--- config.mk ---
export PLATFORM = sky130hd
export DESIGN_NAME = saturn_phase_sequencer
export DESIGN_NICKNAME = d
export VERILOG_FILES = /design/src/rtl/saturn_pkg.sv /design/src/rtl/saturn_phase_sequencer.sv
export SDC_FILE = /design/constraint.sdc
export NUM_CORES = 1
export LEC_CHECK = 0
export ABC_CLOCK_PERIOD_IN_PS = 3300
export CORE_MARGIN = 4
export CORE_UTILIZATION = 48
export DETAILED_ROUTE_END_ITERATION = 8
export PLACE_DENSITY = 0.93
export SYNTH_ARGS = -nofsm -noshare
export SYNTH_HDL_FRONTEND = slang
export SYNTH_SLANG_ARGS = --single-unit
--- constraint.sdc ---
create_clock -name clk -period 3.3 [get_ports clk]
set_clock_uncertainty 0.15 [all_clocks]
set_input_delay 0.99 -clock clk [delete_from_list [all_inputs] [get_ports clk]]
set_output_delay 0.99 -clock clk [all_outputs]
set_load 0.1 [all_outputs]
--- src/rtl/saturn_pkg.sv ---
// rtl/saturn_pkg.sv - shared FSM states and phase constants for the saturn phase sequencer
package saturn_pkg;

    // Sequencer control states; IDLE is the reset state.
    typedef enum logic [1:0] {
        IDLE = 2'd0,
        RUN  = 2'd1,
        STEP = 2'd2,
        HALT = 2'd3
    } seq_state_t;

    // Default geometry of the sequencer.
    localparam int NPHASES_DEF = 4;
    localparam int CTR_W_DEF   = 32;

    // Named phases of a default four-phase machine cycle.
    localparam int PH_BUS_SEND = 0;
    localparam int PH_BUS_RECV = 1;
    localparam int PH_DEC      = 2;
    localparam int PH_EXEC     = 3;

endpackage

--- src/rtl/saturn_phase_sequencer.sv ---
// rtl/saturn_phase_sequencer.sv - machine-cycle phase sequencer with run/step/stall/halt; cycle limit enabled by SATURN_CYCLE_LIMIT_EN
module saturn_phase_sequencer
    import saturn_pkg::*;
#(
    parameter  int NPHASES = NPHASES_DEF,
    parameter  int CTR_W   = CTR_W_DEF,
    localparam int PH_W    = $clog2(NPHASES)
) (
    input  logic               clk,
    input  logic               reset,
    input  logic               i_run,
    input  logic               i_step,
    input  logic               i_stall,
    input  logic [NPHASES-1:0] i_hold_mask,
    input  logic               i_halt_req,
    input  logic [CTR_W-1:0]   i_max_cycle,
    output logic [NPHASES-1:0] o_phase_en,
    output logic [PH_W-1:0]    o_phase,
    output logic [CTR_W-1:0]   o_cycle,
    output logic               o_cycle_start,
    output logic               o_halt,
    output logic               o_running
);

    // First and last phase indices of a machine cycle.
    localparam logic [PH_W-1:0] PH_FIRST = PH_W'(PH_BUS_SEND);
    localparam logic [PH_W-1:0] PH_LAST  = PH_W'(NPHASES - 1);

    // Registered state.
    seq_state_t         state;
    logic [PH_W-1:0]    phase;
    logic [CTR_W-1:0]   cycle;
    logic [NPHASES-1:0] phase_en;
    logic               halt_q;
    logic               running_q;
    // Set once the current RUN/STEP session has issued at least one phase,
    // so that sitting on the last phase right after entry is not mistaken
    // for a completed cycle.
    logic               cycle_open;

    // Combinational helpers.
    logic [PH_W-1:0]    phase_next;
    logic               hold;
    logic               at_boundary;
    logic               limit_hit;

    // Next phase with wrap-around, stall hold decision and cycle-boundary detect.
    always_comb begin
        phase_next  = (phase == PH_LAST) ? PH_FIRST : phase + PH_W'(1);
        hold        = i_stall & i_hold_mask[phase_next];
        at_boundary = cycle_open & (phase == PH_LAST);
    end

`ifdef SATURN_CYCLE_LIMIT_EN
    // A finished cycle whose number equals the limit stops the machine.
    assign limit_hit = (cycle == i_max_cycle);
`else
    // No cycle limit in this build; the limit input is intentionally ignored.
    logic unused_max_cycle;
    assign unused_max_cycle = ^i_max_cycle;
    assign limit_hit        = 1'b0;
`endif

    // Control FSM together with the inline phase and cycle counters.
    always_ff @(posedge clk) begin
        if (!reset) begin
            state      <= IDLE;
            phase      <= PH_LAST;
            cycle      <= '1;
            phase_en   <= '0;
            halt_q     <= 1'b0;
            running_q  <= 1'b0;
            cycle_open <= 1'b0;
        end else begin
            // Enables are single-clock pulses unless an advance reasserts one.
            phase_en <= '0;
            case (state)
                IDLE: begin
                    if (i_halt_req) begin
                        state  <= HALT;
                        halt_q <= 1'b1;
                    end else if (i_run) begin
                        state      <= RUN;
                        running_q  <= 1'b1;
                        cycle_open <= 1'b0;
                    end else if (i_step) begin
                        state      <= STEP;
                        running_q  <= 1'b1;
                        cycle_open <= 1'b0;
                    end
                end
                RUN, STEP: begin
                    if (i_halt_req || (at_boundary && limit_hit)) begin
                        // Halt wins over everything and issues no pulse.
                        state     <= HALT;
                        halt_q    <= 1'b1;
                        running_q <= 1'b0;
                    end else if (at_boundary && ((state == STEP) || !i_run)) begin
                        // Only a fully completed cycle may drop back to IDLE.
                        state     <= IDLE;
                        running_q <= 1'b0;
                    end else if (!hold) begin
                        phase      <= phase_next;
                        phase_en   <= NPHASES'(1) << phase_next;
                        cycle_open <= 1'b1;
                        if (phase_next == PH_FIRST) begin
                            cycle <= cycle + CTR_W'(1);
                        end
                    end
                end
                HALT: begin
                    // Frozen until reset.
                end
                default: begin
                    state <= IDLE;
                end
            endcase
        end
    end

    assign o_phase_en    = phase_en;
    assign o_phase       = phase;
    assign o_cycle       = cycle;
    assign o_cycle_start = phase_en[PH_BUS_SEND];
    assign o_halt        = halt_q;
    assign o_running     = running_q;

endmodule

After elaboration in Yosys (flattened, before gate mapping)

Cells that the tools add are included.

Register bits: 43
Output and inout port bits: 41
Bits of input ports: 42

Magnitude comparators: 1
Multiplexer cells: 22
Add/subtract/negate cells: 2
Reduce and logical (&&, ||, !) cells: 15
Bitwise gates (word level): 7
Equality and inequality tests: 10
Shift operators: 1

Operators with widths:

| kind                  | number |
|---|---|
| $add 32x1->32 const B | 1 |
| $mux 1                | 12 |
| $mux 2                | 6 |
| $ne 2x2->1 const B    | 4 |
| $reduce_and 4->1      | 2 |
| $ne 3x3->1 const B    | 2 |
| $reduce_and 6->1      | 1 |
| $not 1->1             | 5 |
| $reduce_and 5->1      | 1 |
| $reduce_or 5->1       | 1 |
| $eq 2x2->1 const B    | 2 |
| $logic_not 2->1       | 2 |
| $ne 4x4->1 const B    | 1 |
| $pmux 1 s2            | 2 |
| $pmux 2 s2            | 1 |
| $shl 1x2->4 const A   | 1 |
| $lt 2x3->1 const B    | 1 |
| $reduce_and 3->1      | 1 |
| $reduce_or 3->1       | 1 |
| $add 2x1->2 const B   | 1 |
| $and 1x1->1           | 2 |
| $bmux 1 s2            | 1 |
| $eq 2x1->1 const B    | 1 |
| $reduce_and 2->1      | 1 |
| 5 further kinds       | 5 |

Depth between registers and ports, before layout

Depth after elaboration: 9
Depth in mapped cells: 8
Depth with buffers taken out: 7

Worst setup path after synthesis

No wires, ideal clock.

Path type: register to register
From: register phase[0] (netlist: o_phase[0])
To: register cycle[21] (netlist: o_cycle[21])
Library setup time: 0.121 ns
Path buffers: 0
Data arrival time: 2.730 ns
Clock period less this slack: 3.001 ns
Cell stages (with the launch flop): 7
Setup slack: 0.299 ns
Data required time: 3.029 ns
Cells stage by stage: dfxtp_1 ha_1 nor3b_1 o211a_4 nor4b_4 nand4_1 mux2_2

Cells in the longest elaborated chain, start to end: 7

RTL lines:

| what                                      | line                                                       | text |
|---|---|---|
| start: declaration                        | saturn_phase_sequencer.sv:31                               | `logic [PH_W-1:0] phase;` |
| start signal: assignment                  | saturn_phase_sequencer.sv:103                              | `phase <= phase_next;` |
| $add 2x1->2 or $eq 2x2->1 (tied branches) | saturn_phase_sequencer.sv:49, saturn_phase_sequencer.sv:51 |  |
| $mux 2                                    | saturn_phase_sequencer.sv:49                               | `phase_next = (phase == PH_LAST) ? PH_FIRST : phase + PH_W'(1);` |
| $bmux 1 s2                                | saturn_phase_sequencer.sv:50                               | `hold = i_stall & i_hold_mask[phase_next];` |
| $mux 1 (implied by the code)              | saturn_phase_sequencer.sv:50                               |  |
| $and 1x1->1                               | saturn_phase_sequencer.sv:50                               |  |
| $not 1->1 (no source line)                | -                                                          |  |
| $reduce_and 5->1 (no source line) (*)     | -                                                          |  |
| end signal: assignment                    | saturn_phase_sequencer.sv:107                              | `cycle <= cycle + CTR_W'(1);` |
| end: declaration                          | saturn_phase_sequencer.sv:32                               | `logic [CTR_W-1:0] cycle;` |

Every way passes the cells marked *; elsewhere a longest branch is shown, timed or not. The select of a mux whose other input is x is not followed.
A chain may end at the register's enable or synchronous reset.

Worst setup path in the final report

From: input i_run
To: register cycle[31] (netlist: o_cycle[31])

Cells in the longest elaborated chain, start to end: 5

RTL lines:

| what                              | line                         | text |
|---|---|---|
| start: declaration                | saturn_phase_sequencer.sv:11 | `input logic i_run,` |
| $logic_not 1->1                   | saturn_phase_sequencer.sv:98 | `end else if (at_boundary && ((state == STEP) \|\| !i_run)) begin` |
| $logic_or 1x1->1                  | saturn_phase_sequencer.sv:98 |  |
| $logic_and 1x1->1                 | saturn_phase_sequencer.sv:98 |  |
| $not 1->1 (no source line)        | -                            |  |
| $reduce_and 5->1 (no source line) | -                            |  |

Every way passes these cells.

==> metrics <==
status finished, final reports clean; row count 24; I/O pin cnt 83; Resized Gates After CTS 0; Mapped Nets 309; worst skew pair latency 300 ps; Slew @ Worst Pin 557 ps; most common flop cell mapped by yosys dfxtp_1; CP Launch Type input pin; arrival time of the worst setup path 2990 ps; number of synthesis warnings 0; TritonRoute pass-1 iters 4; synth top area cells dfxtp_1, nand2_1, nand3_1, ha_1, mux2_2; Max Cap Violations 0; vias in the first global route 2158; Via-to-Cell Ratio 5.86; setup TNS 0 ps; Worst-path clk slew 90 ps; DR WL/cell 14.7 microns; RePlAce Congestion 0.859; post-synth top area cell dfxtp_1; top cell type's share of synthesized area 0.380; H-tree depth 2; sequential share of the synthesized area 0.380; post-route ant nets 0; nets 368; Max Slew Vio Count 0; initial drt markers 132; die width 76.7 microns; Max-slew headroom 0.626; critical path type input pin to flop; hold crit path type flop to flop; Worst setup EP type flop; Ant. Diodes 0; largest net degree at the start of global routing 14; sequential cell area 861 sq um; Tcrit/Tclk final 0.878; TritonCTS Sinks 43; peak fanout along the critical path 12; share of layout cells above drive strength 1 0.243; Gate Count Post-Synth 261; total congestion overflow 0; CTS Buffer Depth 2; Final Routed Wirelength 5480 microns; initial antenna violation count 0; hold_ws 327 ps; overall global routing resource usage 0.189; DIE AREA 5880 sq um; final hold viol count 0; clock root buffer clkbuf_8; fin crit period 2900 ps; Netlist Area Pre-Place 2260 sq um; fmax 345 MHz; setup repair bufs after CTS 0; Setup-failing EPs final 0; Layout fillers 388; mean area per synthesized cell 8.67 sq um; CTS tree yes; number of flops mapped to enable cells by yosys 0; # DRC 0; Synth-to-Final Area Change 24.7%; Starting Density 0.509; worst endpoint required time 3400 ps; first-pass GRT wire length 9370 microns; Port Buffer Count 50; Detail Placement HPWL 4130 microns; multi-input gate area in the final layout 1300 sq um; Synth cell types 52; register bit count reported by yosys 43; vias post-DR 2186; RSZ-0062 raised after global routing false; hold_buf cts 0; Synth async-reset ratio 0; cts bufs inserted 5; die span in y 76.7 microns; Core ar. 4440 sq um
[stage by stage]
step                setup WS [ps]  cell area, sq um  std cells   util
floorplan                     299              2260        261      -
finish                        404              2820        373  0.635
CTS                           431              2820        373  0.635
detailed placement            113              2740        365  0.616
global placement              192              2740        365  0.616
global route                  286              2820        373  0.635
[cell usage after synthesis (4+ instances only)]
library cell and count:
nand4_1 8, o21ai_0 10, mux2_2 6, nor3_1 10, dfxtp_1 43, nor4_1 9
xnor2_1 4, nand2_1 40, a211oi_1 7, or3_1 6, nor2_1 13, inv_1 9
or4_1 5, o31ai_1 5, nand2b_1 5, nand3_1 22, ha_1 6, and4_1 5
[metal layers]
metal	track usage	wire length, microns	vias to the layer above
li1	-	-	1079
met1	0.220	2340	1027
met2	0.333	2690	72
met3	0.0597	369	8
met4	0.0543	71	0
met5	0	0	-
[final cells by class]
cell class	instances	share of cell area
clock inverter	2	0.00443
sequential	43	0.305
clock buffer	6	0.0257
inverter	9	0.0120
timing repair buffer	60	0.168
tap	52	0.0231
multi-input combinational	201	0.462
[flip-flops by register name, indices dropped and copies added, names as in the netlist]
register / flops
o_running: 1
o_halt: 1
state: 2
o_phase: 2
o_phase_en: 4
cycle_open: 1
o_cycle: 32
[critical path, cell delays in order]
cell	delay [ps]
clkdlybuf4s50_1	560
nor2b_1	260
o21a_1	220
nand4_2	290
or4_1	570
nand3_1	100
[final timing paths]
kind | start | endpoint | slack [ps] | depth (start not counted)
setup / recovery | i_run | o_cycle[31]$_SDFFE_PN1P_ | 400 | 6
hold / removal | o_halt$_SDFFE_PN0P_ | o_halt$_SDFFE_PN0P_ | 330 | 1
setup reg to reg | o_phase[0]$_SDFFE_PN1P_ | o_cycle[24]$_SDFFE_PN1P_ | 730 | 6
hold reg to reg | o_halt$_SDFFE_PN0P_ | o_halt$_SDFFE_PN0P_ | 330 | 1
[cell families after synthesis]
kind of cell / after synthesis / share of synthesized area
flip-flops: 43 / 0.380
adder cells (fa/ha/maj): 6 / 0.0332
buffers and inverters: 17 / 0.0437
multiplexers: 8 / 0.0387
XOR/XNOR: 6 / 0.0232
AO/OA/AOI/OAI: 37 / 0.128
AND/OR/NAND/NOR: 144 / 0.353
[layout by cell type, fill, tap and decap left out, types with 6 or more instances in the layout]
cell,synthesis,final
buf_4,1,51
o21ai_0,10,10
inv_1,9,9
nor2_1,13,13
nor3_1,10,10
mux2_2,6,6
nand2_1,40,40
or3_1,6,6
clkdlybuf4s50_1,0,9
nor4_1,9,9
a211oi_1,7,7
nand3_1,22,22
dfxtp_1,43,43
nand4_1,8,8
ha_1,6,6
Power is left out: the tool's default activity adds up to more than one toggle a clock period on the data nets, which glitch-free logic cannot reach.
==> RTL change 1: new RTL, config.mk and constraints unchanged <==
The package constant `NPHASES_DEF` goes from 4 to 2.
--- a/src/rtl/saturn_pkg.sv
+++ b/src/rtl/saturn_pkg.sv
@@ -11,5 +11,5 @@
 
     // Default geometry of the sequencer.
-    localparam int NPHASES_DEF = 4;
+    localparam int NPHASES_DEF = 2;
     localparam int CTR_W_DEF   = 32;
 
Interface: changed (resized i_hold_mask, o_phase and o_phase_en); port bits go from 83 to 78. No check against the original RTL was run, so the function may have changed too.
==> RTL change 1 against the unedited design <==
Routed wire length decreased by 8.8%; via count is 5.8% lower; final area decreased by 4.7%; worst setup slack improved by 110 ps; critical endpoint is now o_cycle[9]; first-iteration DRC count down 17%; largest cell class unchanged; synthesized cell count fell by 0.38%; sequential cell count decreased by 3; area after synthesis fell by 1.4%.
Power is left out: the tool's default activity adds up to more than one toggle a clock period on the data nets, which glitch-free logic cannot reach.
==> RTL change 1: results <==
set metrics [dict create \
    place_congestion 0.917 \
    crit_fanout 15 \
    gr-usage-all-layers_pct 17.8 \
    rr_startpoint "state[1]" \
    slew_headroom_pct 57.3 \
    clk_pin_slew_worst_paths_ps 70 \
    layout.nets 346 \
    grt_pass1_wl_um 8780 \
    status "complete, no violations" \
    critPathMaxStageDelay_ps 470 \
    synth_area_leaders "dfxtp_1, nand2_1, mux2_1" \
    synth_common_cells "nand2_1, dfxtp_1, nand2b_1" \
    syn_area_per_cell_um2 8.58 \
    critPathSlowestCell "clkdlybuf4s50_1" \
    grt_max_degree 57 \
    port_buffers 45 \
    grt_pass1_vias 1985 \
    avgViaCountPerCell 5.80 \
    syn_nets 304 \
    dp_hpwl_um 3670 \
    yosys.cell_types.count 46 \
    r2r_slack_ps 870 \
    via_count 2060 \
    arrival_ps 2820 \
    whs_path_depth 2 \
    whs_ps 327 \
    wl_um 4990 \
    first_iter_violations 110 \
    ys_seq_area_share_pct 35.9 \
    fill_cells 395 \
    r2r_end "o_cycle[29]" \
]
==> RTL change 1: routing by layer <==
layer,GRT usage (%),vias up,part of all wire [%]
li1,-,1023,-
met1,21.0,972,43
met2,30.4,56,49
met3,5.08,9,6.0
met4,6.99,0,1.7
met5,0,-,0
==> RTL change 1: layout make-up <==
class	count	area share, %
well taps	52	2.42
repair buffers	49	14.3
inverters	10	1.40
clock buffers	6	3.07
clock inverters	2	0.372
multi-input cells	196	48.6
flip-flops and latches	40	29.8
==> RTL change 1: worst max-delay path by stage <==
stage,start,depth (start not counted),end,slack [ps]
after floorplan,o_cycle[0],6,o_cycle[18],600
after global placement,i_run,5,o_cycle[9],240
after detailed placement,i_run,5,o_cycle[9],210
after CTS,i_run,5,o_cycle[9],530
after global routing,i_run,5,o_cycle[9],410
final,i_run,5,o_cycle[9],510
==> RTL change 1: worst register-to-register path, delay by kind of cell (launching register included) <==
family | cells | cell delay (ps)
and+or+nand+nor | 2 | 710
buffers and inverters | 1 | 60
DFF | 1 | 380
adders and majority gates | 1 | 380
AOI/OAI and AO/OA | 1 | 260
muxes | 1 | 380
==> RTL change 1: cells by family after synthesis <==
kind of cell	Yosys count	synth area share (%)
muxes	21	11.1
adders and majority gates	4	2.24
AOI/OAI and AO/OA	29	10.6
xor gates and xnor gates	2	0.785
and+or+nand+nor	140	33.9
buffers and inverters	24	5.50
DFF	40	35.9
==> RTL change 1: metrics by stage <==
| stage | area (µm²) | setup slack [ps] |
|---|---|---|
| floorplan | 2230 | 597 |
| global placement | 2600 | 243 |
| detailed placement | 2600 | 212 |
| CTS | 2690 | 528 |
| global route | 2690 | 410 |
| finish | 2690 | 511 |
==> RTL change 2: new RTL, same settings <==
Made on the original files. The 4 states of `seq_state_t` get a Gray code encoding in 2 bits.
--- a/src/rtl/saturn_pkg.sv
+++ b/src/rtl/saturn_pkg.sv
@@ -4,8 +4,8 @@
     // Sequencer control states; IDLE is the reset state.
     typedef enum logic [1:0] {
-        IDLE = 2'd0,
-        RUN  = 2'd1,
-        STEP = 2'd2,
-        HALT = 2'd3
+        IDLE = 2'b00,
+        RUN  = 2'b01,
+        STEP = 2'b11,
+        HALT = 2'b10
     } seq_state_t;
 
Behaviour: no difference found for any inputs over 10 cycles, from zero or initial values and one cycle with reset low; not proved beyond that.
==> RTL change 2 against the unedited design <==
First-iteration DRC count shrank 3.0%; sequential share of layout area grew 2.3 points; count of clock-buffer cells in the layout shrank 1; synthesized cell count shrank 8.4%; via count shrank 8.3%; area after synthesis shrank 6.4%; maximum frequency shrank 2.5%; worst setup slack lost 75 ps; final area shrank 6.9%; global-route usage shrank 0.36 points; routed wire length shrank 9.8%; sequential cell count is the same.
Power is left out: it rests on default switching activity, and per cell area and clock period it moved more than threefold.
==> RTL change 2: results <==
set metrics [dict create \
    status "complete, no violations" \
    synth-async-reset-ratio_pct 0 \
    drt_pass1_iterations 4 \
    synthXorXnorAreaFrac_pct 1.65 \
    startpoint "i_hold_mask[3]" \
    yosys.cell_types.count 43 \
    clockBufferDepth 2 \
    clk_pin_slew_worst_paths_ps 90 \
    crit_fanout 18 \
    synth_common_cells "dfxtp_1, nand2_1, and3_1" \
    synthAdderAreaFrac_pct 1.77 \
    wire_per_inst_um 14.6 \
    synth_compound_area_share_pct 18.4 \
    cts_max_level 2 \
    drive_above_1_share_pct 21.5 \
    via_count 2005 \
    root_buffer "clkbuf_8" \
    r2r_slack_ps 500 \
    synth_flop_cell "dfxtp_1" \
    dp_hpwl_um 3470 \
    place_congestion 0.790 \
    antenna_found_initial 0 \
    cts_setup_buffers 0 \
    muxShareOfSynthArea_pct 0.472 \
    hold_class "reg -> reg" \
    grt_pass1_vias 1785 \
    cts-buffers-inserted 5 \
    post_cts_resize_count 0 \
    whs_ps 333 \
    num_antenna_cells 0 \
    ys_seq_area_share_pct 40.6 \
    arrival_ps 3000 \
    syn_nets 284 \
    layout.nets 333 \
    first_iter_violations 128 \
    yosys_warnings 0 \
    clock_latency_ps 300 \
    rr_startpoint "o_phase[0]" \
    gr-usage-all-layers_pct 18.6 \
    grt_pass1_wl_um 8060 \
    critPathMaxStageDelay_ps 760 \
    slew_headroom_pct 44.6 \
    critPathSlowestCell "nor4_4" \
    min_from "cycle_open" \
    synth_area_leaders "dfxtp_1, and4_1, and3_1" \
    grt_max_degree 42 \
    port_buffers 50 \
    largest_register_ffs 32 \
]
## RTL change 2: through the flow
stage | instances | area [µm²] | setup WS (ps) | utilization, %
floorplan | 239 | 2120 | 301 | -
global placement | 331 | 2540 | 82.6 | 61.2
detailed placement | 331 | 2540 | 33.1 | 61.2
CTS | 339 | 2630 | 354 | 63.4
global route | 339 | 2630 | 184 | 63.4
finish | 339 | 2630 | 329 | 63.4
## RTL change 2: path summary, 6_finish.rpt
path | end | cells after the start
setup / recovery | o_cycle[29] | 6
hold / removal | cycle_open | 2
setup reg to reg | o_cycle[29] | 6
hold reg to reg | cycle_open | 2
## RTL change 2: worst max-delay path, delay by kind of cell
family / cells / cell delay, ps
compound gates: 2 / 390
buf+inv: 1 / 390
simple gates: 3 / 1220
## RTL change 2: layout make-up
type	count	area, µm²
inverter	2	7.51
multi-input combinational	182	1180
fill	365	1520
sequential	43	861
clock buffer	5	68.8
timing repair buffer	54	428
clock inverter	3	20.0
tap	50	62.6
## RTL change 2: logic make-up after synthesis
logic type,after synthesis
buffers and inverters,14
multiplexers,1
adder cells (fa/ha/maj),3
flip-flops,43
AND/OR/NAND/NOR,113
XOR/XNOR,4
AO/OA/AOI/OAI,61
## RTL change 2: layer usage
metal  share of wire [%]  track usage, %  vias to the layer above
li1                    -               -                     1005
met1                  46            25.2                      943
met2                  47            28.7                       50
met3                 5.6            5.14                        7
met4                 1.4            5.93                        0
met5                   0               0                        -
